## src/rtl/pulpino_boot_pkg.sv

```systemverilog
// Shared types and constants for the PULPino boot sequencer.
// The watchdog is built only when PULPINO_BOOT_WDT_EN is defined.
package pulpino_boot_pkg;

  typedef enum logic [1:0] {
    HOLD  = 2'd0,
    WAIT  = 2'd1,
    ARMED = 2'd2,
    RUN   = 2'd3
  } boot_state_e;

  localparam int REBOOT_CNT_W = 8;
  localparam logic [REBOOT_CNT_W-1:0] REBOOT_CNT_MAX = 8'hFF;

  function automatic logic [REBOOT_CNT_W-1:0] sat_inc(
    input logic [REBOOT_CNT_W-1:0] v
  );
    return (v == REBOOT_CNT_MAX) ? v : v + REBOOT_CNT_W'(1);
  endfunction

endpackage

```

## src/rtl/pulpino_boot_debounce.sv

```systemverilog
// Boot button path: 2-FF synchronizer, debouncer, registered press pulse.
// Part of pulpino_boot_ctrl (watchdog macro PULPINO_BOOT_WDT_EN).
module pulpino_boot_debounce #(
  parameter int DEBOUNCE_CYCLES = 8
) (
  input  logic clk,
  input  logic rst,
  input  logic btn_i,
  output logic press_o
);

  localparam int CW = $clog2(DEBOUNCE_CYCLES) + 1;
  localparam logic [CW-1:0] LAST = CW'(DEBOUNCE_CYCLES - 1);

  logic          s1;
  logic          s2;
  logic          lvl;
  logic          lvl_d;
  logic [CW-1:0] cnt;

  always_ff @(posedge clk or posedge rst) begin
    if (rst) begin
      s1      <= 1'b0;
      s2      <= 1'b0;
      lvl     <= 1'b0;
      lvl_d   <= 1'b0;
      cnt     <= '0;
      press_o <= 1'b0;
    end else begin
      s1      <= btn_i;
      s2      <= s1;
      lvl_d   <= lvl;
      press_o <= lvl & ~lvl_d;
      // any sample matching the current level restarts the run
      if (s2 == lvl) begin
        cnt <= '0;
      end else if (cnt == LAST) begin
        lvl <= s2;
        cnt <= '0;
      end else begin
        cnt <= cnt + CW'(1);
      end
    end
  end

endmodule

```

## src/rtl/pulpino_boot_ctrl.sv

```systemverilog
// Board boot sequencer for the PULPino SoC: reset hold, fetch enable.
// Optional heartbeat watchdog enabled by macro PULPINO_BOOT_WDT_EN.
module pulpino_boot_ctrl
  import pulpino_boot_pkg::*;
#(
  parameter int RST_HOLD_CYCLES   = 16,
  parameter int BOOT_DELAY_CYCLES = 64,
  parameter int DEBOUNCE_CYCLES   = 8,
  parameter int WDT_CYCLES        = 1000000,
  parameter int AUTO_BOOT         = 1
) (
  input  logic                    clk,
  input  logic                    rst,
  input  logic                    pll_locked_i,
  input  logic                    fetch_btn_i,
  input  logic                    heartbeat_i,
  output logic                    soc_rst_n_o,
  output logic                    fetch_enable_o,
  output logic                    running_o,
  output logic                    wdt_trip_o,
  output logic [REBOOT_CNT_W-1:0] reboot_cnt_o
);

  localparam int PH_MAX = (RST_HOLD_CYCLES > BOOT_DELAY_CYCLES) ?
                          RST_HOLD_CYCLES : BOOT_DELAY_CYCLES;
  localparam int PH_W = $clog2(PH_MAX) + 1;
  localparam logic [PH_W-1:0] HOLD_LAST = PH_W'(RST_HOLD_CYCLES - 1);
  localparam logic [PH_W-1:0] BOOT_LAST = PH_W'(BOOT_DELAY_CYCLES - 1);
  localparam boot_state_e AFTER_WAIT = (AUTO_BOOT != 0) ? RUN : ARMED;

  boot_state_e     state;
  boot_state_e     state_d;
  logic [PH_W-1:0] cnt;
  logic [PH_W-1:0] cnt_d;
  logic            press;

  pulpino_boot_debounce #(
    .DEBOUNCE_CYCLES(DEBOUNCE_CYCLES)
  ) u_debounce (
    .clk    (clk),
    .rst    (rst),
    .btn_i  (fetch_btn_i),
    .press_o(press)
  );

`ifdef PULPINO_BOOT_WDT_EN
  localparam int WDT_W = $clog2(WDT_CYCLES) + 1;
  localparam logic [WDT_W-1:0] WDT_LAST = WDT_W'(WDT_CYCLES - 1);

  logic [WDT_W-1:0]        wdt;
  logic [WDT_W-1:0]        wdt_d;
  logic                    hb_q;
  logic                    trip_d;
  logic                    trip_q;
  logic [REBOOT_CNT_W-1:0] reboot;
  logic [REBOOT_CNT_W-1:0] reboot_d;

  assign wdt_trip_o   = trip_q;
  assign reboot_cnt_o = reboot;
`else
  localparam int unused_wdt_cycles = WDT_CYCLES;
  logic unused_hb;

  assign unused_hb    = heartbeat_i;
  assign wdt_trip_o   = 1'b0;
  assign reboot_cnt_o = '0;
`endif

  always_comb begin
    state_d = state;
    cnt_d   = cnt;
`ifdef PULPINO_BOOT_WDT_EN
    // wdt sits at zero outside RUN, so RUN is always entered cleared
    wdt_d    = '0;
    trip_d   = 1'b0;
    reboot_d = reboot;
`endif
    if (!pll_locked_i) begin
      state_d = HOLD;
      cnt_d   = '0;
    end else begin
      unique case (state)
        HOLD: begin
          if (cnt == HOLD_LAST) begin
            state_d = WAIT;
            cnt_d   = '0;
          end else begin
            cnt_d = cnt + PH_W'(1);
          end
        end
        WAIT: begin
          if (cnt == BOOT_LAST) begin
            state_d = AFTER_WAIT;
            cnt_d   = '0;
          end else begin
            cnt_d = cnt + PH_W'(1);
          end
        end
        ARMED: begin
          if (press) state_d = RUN;
        end
        RUN: begin
`ifdef PULPINO_BOOT_WDT_EN
          if (heartbeat_i != hb_q) begin
            wdt_d = '0;
          end else if (wdt == WDT_LAST) begin
            trip_d   = 1'b1;
            reboot_d = sat_inc(reboot);
            state_d  = HOLD;
            cnt_d    = '0;
          end else begin
            wdt_d = wdt + WDT_W'(1);
          end
`endif
        end
        default: begin
          state_d = HOLD;
          cnt_d   = '0;
        end
      endcase
    end
  end

  always_ff @(posedge clk or posedge rst) begin
    if (rst) begin
      state          <= HOLD;
      cnt            <= '0;
      soc_rst_n_o    <= 1'b0;
      fetch_enable_o <= 1'b0;
      running_o      <= 1'b0;
    end else begin
      state          <= state_d;
      cnt            <= cnt_d;
      soc_rst_n_o    <= (state_d != HOLD);
      fetch_enable_o <= (state_d == RUN);
      running_o      <= (state_d == RUN);
    end
  end

`ifdef PULPINO_BOOT_WDT_EN
  always_ff @(posedge clk or posedge rst) begin
    if (rst) begin
      wdt    <= '0;
      hb_q   <= 1'b0;
      trip_q <= 1'b0;
      reboot <= '0;
    end else begin
      wdt    <= wdt_d;
      hb_q   <= heartbeat_i;
      trip_q <= trip_d;
      reboot <= reboot_d;
    end
  end
`endif

endmodule

```

## config.mk

```make
export PLATFORM = sky130hd
export DESIGN_NAME = pulpino_boot_ctrl
export DESIGN_NICKNAME = d
export VERILOG_FILES = /design/src/rtl/pulpino_boot_pkg.sv /design/src/rtl/pulpino_boot_debounce.sv /design/src/rtl/pulpino_boot_ctrl.sv
export SDC_FILE = /design/constraint.sdc
export NUM_CORES = 1
export LEC_CHECK = 0
export ABC_AREA = 1
export BUFFER_PORTS_ARGS = -buffer_cell sky130_fd_sc_hd__buf_4
export CELL_PAD_IN_SITES_DETAIL_PLACEMENT = 0
export CELL_PAD_IN_SITES_GLOBAL_PLACEMENT = 1
export CORE_UTILIZATION = 36
export DETAILED_ROUTE_END_ITERATION = 10
export GPL_ROUTABILITY_DRIVEN = 0
export MAX_ROUTING_LAYER = met4
export PLACE_DENSITY_LB_ADDON = 0.1
export REMOVE_ABC_BUFFERS = 1
export SLEW_MARGIN = 30
export SYNTH_ARGS = -nofsm -noshare
export SYNTH_HDL_FRONTEND = slang
export SYNTH_SLANG_ARGS = --single-unit
```

## constraint.sdc

```tcl
create_clock -name clk -period 1.1 [get_ports clk]
set_clock_uncertainty 0.05 [all_clocks]
set_input_delay 0 -clock clk [delete_from_list [all_inputs] [get_ports clk]]
set_output_delay 0 -clock clk [all_outputs]
set_load 0.03 [all_outputs]
```

Yosys cells after proc, flatten, opt, wreduce, memory -nomap -nowiden. Index checks and enable logic that the tools add are counted.

Register bits after elaboration: 20. Bits of input ports: 5.

$add $sub $neg: 2. Muxes and demuxes: 11. Eq/ne operators: 8. Reductions and logical operators: 3. Bitwise logic cells: 3.

Operator list (count): $mux W7 (3); $pmux W7 S2 (1); $mux W2 (4); $mux W4 (2); $add A7 B1 Y7 const B (1); $eq A7 B4 Y1 const B (1); $eq A7 B6 Y1 const B (1); $pmux W2 S3 (1); $add A4 B1 Y4 const B (1); $eq A2 B2 Y1 const B (2); $eq A4 B3 Y1 const B (1); $ne A3 B1 Y1 const B (1); $eq A2 B1 Y1 const B (1); $logic_not A2 Y1 (1); $not A1 Y1 (2); $reduce_and A2 Y1 (1); $reduce_bool A2 Y1 (1); $and A1 B1 Y1 (1); $eq A1 B1 Y1 (1).

Depth between registers and ports, before layout.
Word-level depth: 5. Gate-level depth with buffers: 8. Mapped depth without buffers: 8.

Hierarchy. From an unflattened synthesis, not the netlist that was laid out.

Cell total of the unflattened synthesis: 122. Area total of the unflattened synthesis: 1043.5 um2.

By module, submodules not included: pulpino_boot_ctrl (cells an instance 89, area each 708.2 um2, instances 1, seq. area each 275.3 um2); pulpino_boot_debounce (cells an instance 33, area each 335.3 um2, instances 1, seq. area each 225.2 um2).

Worst setup path after synthesis. No wires, ideal clock.

Path type: register -> register. From: register cnt[0]. To: register running_o. Arrival time: 1003 ps. Slack: -77 ps. Library setup time: 124 ps. Path buffers: 0. Stages on the path, launching flop included: 8. Cell sequence: dfrtp_1 -> ha_1 -> nand3_2 -> clkinv_2 -> nand2_1 -> nand2_1 -> nand3_1 -> nor2_1.

Cells in the longest elaborated chain, start to end: 5.

Ends and longest elaborated chain: from (decl) (line pulpino_boot_ctrl.sv:33) `logic [PH_W-1:0] cnt;`; from (signal assigned) (line pulpino_boot_ctrl.sv:133) `cnt <= cnt_d;`; $eq A7 B6 Y1 or $eq A7 B4 Y1 (tied branches) (line pulpino_boot_ctrl.sv:92, pulpino_boot_ctrl.sv:84); $mux W2, on equally long branches (line pulpino_boot_ctrl.sv:92, pulpino_boot_ctrl.sv:84); $pmux W2 S3 * (line pulpino_boot_ctrl.sv:82) `unique case (state)`; $mux W2 * (line pulpino_boot_ctrl.sv:78) `if (!pll_locked_i) begin`; $eq A2 B2 Y1 * (line pulpino_boot_ctrl.sv:136) `running_o <= (state_d == RUN);`; to (signal assigned) (line pulpino_boot_ctrl.sv:136); to (decl) (line pulpino_boot_ctrl.sv:19) `output logic running_o,`.

Every way passes the cells marked *; elsewhere a longest branch is shown, timed or not. A chain may end at the register's enable or synchronous reset.

Worst setup path after layout.
From: input pll_locked_i. To: register cnt[4].

Cells in the longest elaborated chain, start to end: 1.

Ends and longest elaborated chain: from (decl) (line pulpino_boot_ctrl.sv:14) `input logic pll_locked_i,`; $ne A3 B1 Y1 (no line) or $mux W7 (tied branches).

Parallel ways exist; a longest one is shown, timed or not.

==> results by stage <==
Run status:
- The flow ran to the end, but the final reports show violations.
- The final reports fail on setup timing.

Yosys:
- The cell type contributing the most total cell area after synthesis is dfrtp_1.
- In this run, synthesis produced a sequential element count of 20.
- After synthesis, the mean cell area works out to 8.630 um2.
- The cell count after synthesis is 117.
- Of the post-synthesis cell area, the dominant cell type holds 0.4957.
- Ranked by total cell area, the synthesized netlist is headed by dfrtp_1 (50%), buf_4 (7.4%), nand2_1 (6.3%).
- For this run, the register share of the synthesized area comes to 0.4957.
- The combined area of all synthesized cells is 0.001010 mm2.
- During synthesis, Yosys emitted a total of 0 warnings.
- In this run, distinct cell masters in the synthesized netlist total 23.

Place:
- Detailed placement finished with a half-perimeter wire length of 1381 um.
- The number of port buffers is 6.

Finish:
- Of the cells placed in the final design, the portion with a size suffix greater than 1 is 0.3706.
- The signed area change from the synthesized netlist to the final layout is 34.45%.
- The number of filler cells placed in the layout is 243.
- The net count reported at finish is 151.
- The antenna diode count is 0.

Global route:
- For this run, the total global-route usage over all layers was measured as 0.1525.
- In the global route stage, met3 resource usage came out at 0.04918.
- The total congestion overflow is 0.
- The first global-routing pass estimated 3022 um of wire.
- For met1 alone, demand over resource in global routing was 0.1514.
- The fraction of met2 tracks used by global routing is 0.2851.
- The number of antenna violations at the first check in global routing is 0.
- The number of global-route vias before repair came to 731.
- The most used routing layer in global routing is met2.
- The pin count of the biggest net entering global routing is 21.

Detailed routing:
- The total via count in the routed design is 775.
- Using the TritonRoute via totals, the vias-per-cell ratio works out to 4.480.
- The count of nets left with antenna violations once routing finished came out at 0.
- The detailed router finished its first iteration with 5 violations.
- In the routed design, unresolved DRC markers number 0.
- The average wire length per cell after detail routing is 10.92 um.
- The detailed-routing iteration count for the pre-antenna-repair pass is 2.
- The final layout contains routed wiring with a total length of 1889 um.

STA:
- The final count of hold timing violations is 0.
- The achievable clock frequency is 814.2 MHz.
- For the final routed database, the setup TNS stands at -0.8834 ns.
- The count of final setup violators is 10.
- The routed design could run at a clock period as short as 1.228 ns.
- The minimum setup slack in the final design is -0.1281 ns.
- On the final layout, the worst hold slack is 0.2154 ns.
- The number of max-slew violations in the final report is 0.
- Setup repair after global routing could not meet its margin everywhere.
- The post-route clock period utilization is 1.116.

Clock tree:
- The later pin in the worst-skew pair is clocked with a latency of 0.30 ns.
- TritonCTS built the clock tree.
- The number of setup buffers added after CTS is 0.
- The buffer depth of the longest clock path is 2.
- The number of clock sinks is 20.
- The TritonCTS buffer count is 3.
- In this run the clock root is driven by a clkbuf_4.
- The clock slew seen by the registers of the worst setup and hold paths is 0.12 ns.
- The count of H-tree levels built during CTS is 1.

Worst setup path:
- Data arrives at the worst endpoint at 1.39 ns.
- The largest incremental delay on the critical path is 0.63 ns.
- In this run the worst path has a maximum fanout of 6.
- For the worst setup path, the data required time is 1.26 ns.
- The number of cells traversed by the worst register-to-register path is 6.
- The worst setup path is captured at a flop.
- The cell family contributing the most delay on the critical path is buffers and inverters.
- The critical path runs through a total of 7 cells.
- Traced cell by cell, the critical path runs through buf_4 -> dlygate4sd3_1 -> inv_1 -> nor2_4 -> nand2_4 -> a21oi_2 -> a21oi_2.
- The type of element launching the critical path is a primary input.
- The start-to-end type of the worst setup path is in2reg.
- The slowest stage of the critical path belongs to the cell dlygate4sd3_1.
- The number of buffers and inverters on the critical path is 3.
- By instance count, the cell type seen most on the critical path is a21oi_2.

Power:
- The largest voltage drop on the vdd net is 1.028 mV.
- The power density over the cells is 1331 mW/mm2.
- Summed over all cells, the static leakage comes to 0.0006683 uW.

Floorplanning:
- The die width is 54.96 um.
- The number of core rows is 18.
- The die height is 54.96 um.
- The starting density of the core is 0.3933.
- Pin placement for this block handled 17 I/O pins.
- The die area is 0.003021 mm2.
- The area of the placeable core is 0.002567 mm2.

Run:
- The count of max-cap constraint violations is 0.

Min path:
- The kind of path behind the tightest hold check is in2async.
final timing paths:
check	startpoint	endpoint	slack [ns]
min reg2reg	u_debounce.s1$_DFF_PP0_	u_debounce.s2$_DFF_PP0_	0.31
max in group asynchronous	rst	cnt[3]$_DFFE_PP0P_	0.58
min in group clk	fetch_btn_i	u_debounce.s1$_DFF_PP0_	0.29
max reg2reg	cnt[1]$_DFFE_PP0P_	cnt[3]$_DFFE_PP0P_	-0.12
min	rst	state[1]$_DFF_PP0_	0.22
max	pll_locked_i	cnt[4]$_DFFE_PP0P_	-0.13
final cells by class:
cell class              instances  area (um2)  share of cell area
multi-input cells              77       506.7              0.3733
flip-flops and latches         20       500.5              0.3687
repair buffers                 24       187.7              0.1382
inverters                      18       72.57             0.05346
well taps                      30       37.54             0.02765
clock inverters                 1       30.03             0.02212
clock buffers                   3       22.52             0.01659
power by group:
group	switching [uW]	internal, uW
registers	61.9	824
logic	172	143
clock network	238	368
metal layers:
metal,vias up,wire length [um]
met2,17,1014
li1,399,-
met1,357,793
met5,-,0
met3,2,65
met4,0,15
worst min-delay path, stage by stage:
cell and delay (ns):
dlygate4sd3_1 0.53, buf_4 0.13, inv_1 0.04, buf_4 0.26
through the flow:
stage / cells / area (um2) / util / setup WS, ns / power [uW]
after global routing: 173 / 1358 / 0.5288 / -0.1749 / 1922
after detailed placement: 166 / 1160 / 0.4518 / -0.1792 / 1172
final: 173 / 1358 / 0.5288 / -0.1281 / 1807
after global placement: 166 / 1160 / 0.4518 / -0.1352 / 1164
after CTS: 173 / 1291 / 0.5029 / -0.1321 / 1802
after floorplan: 115 / 964.7 / - / -0.07680 / 1077
cell usage after synthesis, drive strengths merged:
| master | n |
|---|---|
| nor2 | 16 |
| nor3 | 1 |
| nand3 | 9 |
| xnor2 | 2 |
| nand3b | 2 |
| nand2 | 20 |
| ha | 2 |
| inv | 17 |
| a21oi | 10 |
| conb | 1 |
| o21ai | 4 |
| o22ai | 1 |
| xor2 | 1 |
| dfrtp | 20 |
| buf | 10 |
| clkinv | 1 |
cells by family after synthesis:
logic type	after synthesis	share of synthesized area
xor gates and xnor gates	3	0.02603
other	1	0.003714
AOI/OAI and AO/OA	15	0.07930
buffers and inverters	28	0.1425
DFF	20	0.4957
adders and majority gates	2	0.02478
and+or+nand+nor	48	0.2280
state kept, by name (all words and copies together), names as in the netlist:
name and count:
soc_rst_n_o 1, u_debounce.s1 1, u_debounce.cnt 4, u_debounce.s2 1, u_debounce.press_o 1, state 2, u_debounce.lvl_d 1, u_debounce.lvl 1
cnt 7, running_o 1
timing repair:
item	in CTS	in global routing
pin swaps	4	2
hold buffers	3	0
resized for setup	15	14
endpoints found under the setup margin	12	13
endpoints found under the hold margin	25	0
cells in the final DEF (no fill, tap or decap), types with 2 or more instances in the layout:
master         count
nand2_2            3
a21oi_2            3
nand3_4            2
dfrtp_1           20
a21oi_1            6
nand3_2            2
nor2_2             3
nand3_1            5
inv_2              2
dlygate4sd3_1      3
buf_4             21
nor2_1            12
nand2_4            4
inv_1             15
o21ai_2            2
nand3b_1           2
conb_1             9
clkbuf_4           3
nand2_1           13
Power figures use the tool's default switching activity.
